### src/rtl/muldiv_unit.sv
`default_nettype none
// ============================================================================
// Module   : muldiv_unit
// Brief    : Multi-cycle MIPS MULT/MULTU/DIV/DIVU engine producing {hi, lo}.
// Revision : 1.0 - initial release
// ============================================================================
module muldiv_unit #(
  parameter int MULT_LATENCY = 2,
  parameter int DIV_ITERS    = 32
) (
  input  logic        clk,
  input  logic        resetn,
  input  logic        start,
  input  logic [1:0]  op,
  input  logic [31:0] a,
  input  logic [31:0] b,
  input  logic        flush,
  output logic        busy,
  output logic        done,
  output logic [31:0] hi,
  output logic [31:0] lo
);

  typedef enum logic [2:0] {
    S_IDLE = 3'd0,
    S_MUL  = 3'd1,
    S_DIV  = 3'd2,
    S_FIX  = 3'd3,
    S_DONE = 3'd4
  } state_t;

  state_t      state_q, state_d;
  logic [5:0]  cnt_q, cnt_d;
  logic        sgn_q, sgn_d;
  logic        negq_q, negq_d;
  logic        negr_q, negr_d;
  logic [31:0] a_q, a_d;
  logic [31:0] b_q, b_d;
  logic [31:0] rem_q, rem_d;
  logic [31:0] hi_q, hi_d;
  logic [31:0] lo_q, lo_d;

  logic        w_sgn_in;
  logic [31:0] w_abs_a, w_abs_b;
  logic [31:0] w_ma, w_mb;
  logic        w_msgn;
  logic [63:0] w_ea, w_eb, w_prod;
  logic [32:0] w_rem_sh, w_trial;

  assign w_sgn_in = ~op[0];
  assign w_abs_a  = (w_sgn_in && a[31]) ? -a : a;
  assign w_abs_b  = (w_sgn_in && b[31]) ? -b : b;

  // In IDLE the multiplier sees the raw inputs so a latency-1 MULT can finish
  // on the launch edge; otherwise it works from the latched operands.
  assign w_ma   = (state_q == S_IDLE) ? a : a_q;
  assign w_mb   = (state_q == S_IDLE) ? b : b_q;
  assign w_msgn = (state_q == S_IDLE) ? w_sgn_in : sgn_q;
  assign w_ea   = {{32{w_msgn & w_ma[31]}}, w_ma};
  assign w_eb   = {{32{w_msgn & w_mb[31]}}, w_mb};
  assign w_prod = w_ea * w_eb;

  // a_q doubles as dividend shift-out / quotient shift-in register.
  assign w_rem_sh = {rem_q, a_q[31]};
  assign w_trial  = w_rem_sh - {1'b0, b_q};

  always_comb begin
    state_d = state_q;
    cnt_d   = cnt_q;
    sgn_d   = sgn_q;
    negq_d  = negq_q;
    negr_d  = negr_q;
    a_d     = a_q;
    b_d     = b_q;
    rem_d   = rem_q;
    hi_d    = hi_q;
    lo_d    = lo_q;
    case (state_q)
      S_IDLE: begin
        if (start && !flush) begin
          sgn_d = w_sgn_in;
          if (!op[1]) begin
            a_d = a;
            b_d = b;
            if (MULT_LATENCY <= 1) begin
              state_d      = S_DONE;
              {hi_d, lo_d} = w_prod;
            end else begin
              state_d = S_MUL;
              cnt_d   = 6'(MULT_LATENCY - 1);
            end
          end else begin
            a_d     = w_abs_a;
            b_d     = w_abs_b;
            rem_d   = '0;
            negq_d  = w_sgn_in & (a[31] ^ b[31]);
            negr_d  = w_sgn_in & a[31];
            cnt_d   = 6'(DIV_ITERS);
            state_d = S_DIV;
          end
        end
      end
      S_MUL: begin
        if (flush) begin
          state_d = S_IDLE;
        end else if (cnt_q == 6'd1) begin
          state_d      = S_DONE;
          {hi_d, lo_d} = w_prod;
        end else begin
          cnt_d = cnt_q - 6'd1;
        end
      end
      S_DIV: begin
        if (flush) begin
          state_d = S_IDLE;
        end else begin
          if (!w_trial[32]) begin
            rem_d = w_trial[31:0];
            a_d   = {a_q[30:0], 1'b1};
          end else begin
            rem_d = w_rem_sh[31:0];
            a_d   = {a_q[30:0], 1'b0};
          end
          cnt_d = cnt_q - 6'd1;
          if (cnt_q == 6'd1) state_d = S_FIX;
        end
      end
      S_FIX: begin
        if (flush) begin
          state_d = S_IDLE;
        end else begin
          lo_d    = negq_q ? -a_q : a_q;
          hi_d    = negr_q ? -rem_q : rem_q;
          state_d = S_DONE;
        end
      end
      S_DONE:  state_d = S_IDLE;
      default: state_d = S_IDLE;
    endcase
  end

  always_ff @(posedge clk or negedge resetn) begin
    if (!resetn) begin
      state_q <= S_IDLE;
      cnt_q   <= '0;
      sgn_q   <= 1'b0;
      negq_q  <= 1'b0;
      negr_q  <= 1'b0;
      a_q     <= '0;
      b_q     <= '0;
      rem_q   <= '0;
      hi_q    <= '0;
      lo_q    <= '0;
    end else begin
      state_q <= state_d;
      cnt_q   <= cnt_d;
      sgn_q   <= sgn_d;
      negq_q  <= negq_d;
      negr_q  <= negr_d;
      a_q     <= a_d;
      b_q     <= b_d;
      rem_q   <= rem_d;
      hi_q    <= hi_d;
      lo_q    <= lo_d;
    end
  end

  assign busy = (state_q == S_MUL) || (state_q == S_DIV) || (state_q == S_FIX);
  assign done = (state_q == S_DONE);
  assign hi   = hi_q;
  assign lo   = lo_q;

endmodule
`default_nettype wire

### config.mk
export PLATFORM = sky130hd
export DESIGN_NAME = muldiv_unit
export DESIGN_NICKNAME = d
export VERILOG_FILES = /design/src/rtl/muldiv_unit.sv
export SDC_FILE = /design/constraint.sdc
export NUM_CORES = 2
export LEC_CHECK = 0
export ABC_AREA = 1
export BUFFER_PORTS_ARGS = -buffer_cell sky130_fd_sc_hd__buf_2
export CORE_MARGIN = 2
export CORE_UTILIZATION = 30
export CTS_CLUSTER_SIZE = 24
export DETAILED_ROUTE_END_ITERATION = 10
export GPL_TIMING_DRIVEN = 0
export PLACE_DENSITY_LB_ADDON = 0.1
export SYNTH_ARGS = -nofsm -noshare
export SYNTH_HDL_FRONTEND = slang
export SYNTH_SLANG_ARGS = --single-unit
### constraint.sdc
create_clock -name clk -period 18.6 [get_ports clk]
set_input_delay 0.93 -clock clk [delete_from_list [all_inputs] [get_ports clk]]
set_output_delay 0.93 -clock clk [all_outputs]
set_load 0.05 [all_outputs]
Word-level counts from Yosys, hierarchy flattened
Index checks and enable logic that the tools add are counted.
{ "word_totals": {"register_bits": 172, "inputBits": 70, "output_inout_bits": 66, "word_cells": 94} }
{ "classes": {"n_mul": 1, "n_reduce_logical": 17, "n_eq_ne": 14, "n_bitwise": 6, "add_sub_neg": 6, "muxes": 40} }
{ "ops": {"columns": ["cell", "count"], "rows": [
  ["$mux 32", 20],
  ["$pmux 32 s2", 4],
  ["$neg 32->32", 4],
  ["$mul 33x33->64", 1],
  ["$sub 33x32->33", 1],
  ["$mux 6", 5],
  ["$mux 3", 6],
  ["$pmux 6 s3", 1],
  ["$ne 2x2->1 const B", 6],
  ["$pmux 3 s4", 1],
  ["$reduce_and 3->1", 3],
  ["$reduce_and 4->1", 2],
  ["$eq 3x2->1 const B", 2],
  ["$eq 6x1->1 const B", 1],
  ["$ne 3x3->1 const B", 2],
  ["$sub 6x1->6 const B", 1],
  ["$reduce_and 5->1", 1],
  ["$and 1x1->1", 4],
  ["$reduce_bool 2->1", 2],
  ["$eq 3x1->1 const B", 1],
  ["$eq 3x3->1 const B", 1],
  ["$logic_and 1x1->1", 3],
  ["$logic_not 3->1", 1],
  ["$reduce_bool 3->1", 1],
  ["other kinds (8)", 10]
]} }

Longest topological paths before layout
{ "logic_depth": {"depth_word": 7, "ltp_mapped": 42, "depth_no_buf": 38} }

Least setup slack after synthesis
OpenSTA, ideal clock, no wires.
{ "synth_timing": {"path_type": "input-to-reg", "from": "input port op[0]", "to": "register hi_q[22], in the netlist hi[22]", "setup_ps": 122, "path_slack_ps": 10488, "n_path_buf": 1, "cell_stages": 32, "arrival_time_ps": 7990, "cell_sequence": "inv_1 > nand3_1 > nand2_1 > nand2_1 > clkbuf_1 > nor2_1 > fa_1 > inv_1 > fa_1 > inv_1 > fa_1 > fa_1 > inv_1 > fa_1 > inv_1 > fa_1 > inv_1 > fa_1 > fa_1 > inv_1 > ha_1 > nand2_1 > nor2_1 > inv_1 > nor3_1 > nand2_1 > nor3_1 > nand2_1 > nand3_1 > nand2_1 > nand3_1 > a21oi_1"} }
{ "synth_via": {"elab_chain_len": 7, "elab_cells_between_ends": 8} }
{ "synth_rtl": {"columns": ["item", "line_no", "rtl"], "rows": [
  ["start: declaration", "14", "input logic [1:0] op,"],
  ["$not 1->1 (*)", "50", "assign w_sgn_in = ~op[0];"],
  ["$mux 1 (*)", "58", "assign w_msgn = (state_q == S_IDLE) ? w_sgn_in : sgn_q;"],
  ["$and 1x1->1, on equally long branches", "59, 60", null],
  ["$mul 33x33->64 (*)", "61", "assign w_prod = w_ea * w_eb;"],
  ["$mux 32 (*)", "106", "end else if (cnt_q == 6'd1) begin"],
  ["$mux 32 (*)", "104", "if (flush) begin"],
  ["$pmux 32 s2 (*)", "78", "case (state_q)"],
  ["end signal: assignment", "163", "hi_q <= hi_d;"],
  ["end: declaration", "40", "logic [31:0] hi_q, hi_d;"]
]} }
Every way passes the cells marked *; elsewhere a longest branch is shown, timed or not. The select of a mux whose other input is x is not followed.
A chain may end at the register's enable or synchronous reset.

Final worst setup path
{ "layout_timing": {"from": "register state_q[1]", "to": "register hi_q[31], in the netlist hi[31]"} }
{ "layout_via": {"elab_chain_len": 7, "elab_cells_between_ends": 17} }
{ "layout_rtl": {"columns": ["item", "line_no", "rtl"], "rows": [
  ["start: declaration", "32", "state_t state_q, state_d;"],
  ["start signal: assignment", "155", "state_q <= state_d;"],
  ["$logic_not 3->1", "56, 57, 58", null],
  ["$mux 1 (tied with other cells)", "58", null],
  ["$and 1x1->1, on equally long branches", "59, 60", null],
  ["$mul 33x33->64", "61", null],
  ["$mux 32", "106", null],
  ["$mux 32", "104", null],
  ["$pmux 32 s2", "78", null]
]} }
Several ways; a longest one is shown, not always the timed one. The select of a mux whose other input is x is not followed.

==> out/metrics.csv <==
metric,value,unit
drive_gt1_share,6.472,%
hold_path.class,in2async,
drtIter0Drc,3950,
rsz0062_at_grt,no,
via_per_inst,4.928,
grt_pass1_wl,361.2,mm
final_cell_area,57510,sq um
n_fill_cell,19380,
tritoncts,yes,
netlist_area,53210,sq um
io_buffers,134,
regArea,4304,sq um
crit_path_max_fanout,10,
path_delay_family,adder cells,
antenna_found_initial,11,
cts_setup_buffers,0,
timing.rr.start,state_q[1]$_DFFE_PN0P_,
synth-edff-count,0,
synthArstFlopShare,100.0,%
synthCells,7030,
place.gp.congestion,0.9539,
postSynthAreaPerCell,7.568,sq um
cts_sinks,172,
slew_headroom,-1.372,%
gr-usage-all-layers,28.07,%
yosysSeqAreaShare,8.090,%
postCtsHoldBufs,0,
syn_nets,8476,
cts_made_buffers,17,
dpl.hpwl,220.8,mm
path_common_cell,nand2_1,
drtAntennaViolNets,0,
dieArea,180700,sq um
cap_violations,1,
period_minus_slack,10.82,ns
drc,0,
clock_latency,0.52,ns
crit_type,reg2reg,
grt_pass1_vias,48990,
firstDrtPassIters,6,
ys_ff_latch,172,
final_common_cell,nand2_1,
start_util,30.21,%
worstSetupPathDepth,33,
grt.overflow.total,0,
setup_violations,0,
area_growth,8.094,%
clk_path_buf_depth,2,
fp.dieW,425.1,microns
ff2ff_path_depth,33,
path_clk_slew,0.10,ns
finalCritPeriodShare,58.18,%
violations,"capacitance limit, slew limit",
htreeDepth,4,
most-common-layout-cells,"nand2_1 (1,663), inv_1 (1,613), fa_1 (1,125)",
synth_cell_types,49,
setup_tns,0,ns
fp-row-count,154,
grt_max_degree,94,
die_y,425.1,microns
vias,47019,
wirelength,250.5,mm
end_kind,flop,
arrival,11.22,ns
ys_warn_count,0,
max_stage_delay,0.96,ns
nNetsFinal,8633,
status,finished with violations,
fin_worst_skew,0.03564,ns
crit_required,18.99,ns
hold_violations,0,
slowest_stage,fa_1,
synthFlopType,dfrtp_1,
root_buffer,clkbuf_16,
multi_input_area,41430,sq um
crit_start,state_q[1]$_DFFE_PN0P_,
boundaryPins,136,
core_area,176100,sq um
path_buf_inv,8,
worstMarginPinSlew,1.510,ns
cts_resized,0,
max_freq,92.40,MHz
dpl-instance-area,56900,sq um
drv_slew,5,
start_kind,flop,
routedWlPerCell,26.26,microns
-- kinds of logic (layout without fill, tap and decap cells) --
group	Yosys count	count (layout)	synth area share, %
AND/OR/NAND/NOR	2879	2879	21.66
other	0	1	0
buffers and inverters	1898	2068	14.07
flip-flops	172	172	8.090
adder cells (fa/ha/maj)	1376	1376	48.25
AO/OA/AOI/OAI	647	647	6.982
XOR/XNOR	58	58	0.9547
-- through the flow --
step,hold WS (ns),std cells,util (%),worst slack (ns)
CTS,0.4620,9540,32.66,7.650
finish,0.3336,9541,32.66,7.778
global route,0.4231,9541,32.66,7.377
global placement,0.4650,9504,32.25,7.343
detailed placement,0.4660,9508,32.31,7.408
floorplan,0.4530,7030,-,10.49
-- final cells by class --
| class | instances | area share [%] |
|---|---|---|
| clock buffer | 18 | 0.7636 |
| multi-input combinational | 4960 | 72.03 |
| antenna | 1 | 0.004351 |
| timing repair buffer | 138 | 1.318 |
| buffer | 249 | 2.249 |
| inverter | 1649 | 10.76 |
| tap | 2340 | 5.091 |
| clock inverter | 14 | 0.2937 |
| sequential | 172 | 7.484 |
-- cells in the mapped netlist (5+ instances only) --
library cell,n,area [sq um]
o221ai_1,15,131.4
a21oi_1,247,1236
buf_6,8,90.09
nand2_2,8,50.05
xor2_1,41,359.1
nand2_1,1663,6242
clkbuf_1,60,225.2
o21ai_4,10,162.7
nor4_1,5,31.28
nor2_1,789,2962
a21o_1,6,45.04
inv_2,35,131.4
nand3b_1,9,67.56
buf_4,24,180.2
a31oi_1,28,175.2
nand4_1,50,312.8
dfrtp_1,172,4304
o22ai_1,6,37.54
xnor2_1,17,148.9
ha_1,250,3128
o21bai_1,22,165.2
nor2_2,5,31.28
inv_1,1613,6055
buf_2,149,745.7
o31ai_1,5,37.54
a21boi_0,6,45.04
nor3_1,40,200.2
buf_1,6,22.52
fa_1,1126,22540
o21ai_2,36,315.3
nand3_1,289,1446
o211ai_1,7,52.55
o21ai_1,26,130.1
o21ai_0,228,1141
-- sequential cells by signal (all words and copies together), names as in the netlist, 3 cells and up --
register  flops
lo           32
state_q       3
a_q          32
cnt_q         6
b_q          32
hi           32
rem_q        32
-- path summary, 6_finish.rpt --
path,endpoint,slack (ns)
worst max-delay path,hi[31]$_DFFE_PN0P_,7.78
worst min-delay path,cnt_q[2]$_DFFE_PN0P_,0.33
worst max register to register,hi[31]$_DFFE_PN0P_,7.78
worst min register to register,lo[28]$_DFFE_PN0P_,0.48
max in group asynchronous,lo[20]$_DFFE_PN0P_,17.29
min in group clk,lo[28]$_DFFE_PN0P_,0.48
-- metal layers --
metal / wire length [microns] / share of wire, % / GRT usage [%] / up-vias
met2: 116100 / 46 / 45.61 / 1386
met4: 9179 / 3.7 / 8.842 / 4
met5: 72 / 0.029 / 0 / -
met1: 112900 / 45 / 39.36 / 24308
li1: - / - / - / 21072
met3: 12290 / 4.9 / 2.662 / 249
Power is left out: the tool's default activity adds up to more than one toggle a clock period on the data nets, which glitch-free logic cannot reach.
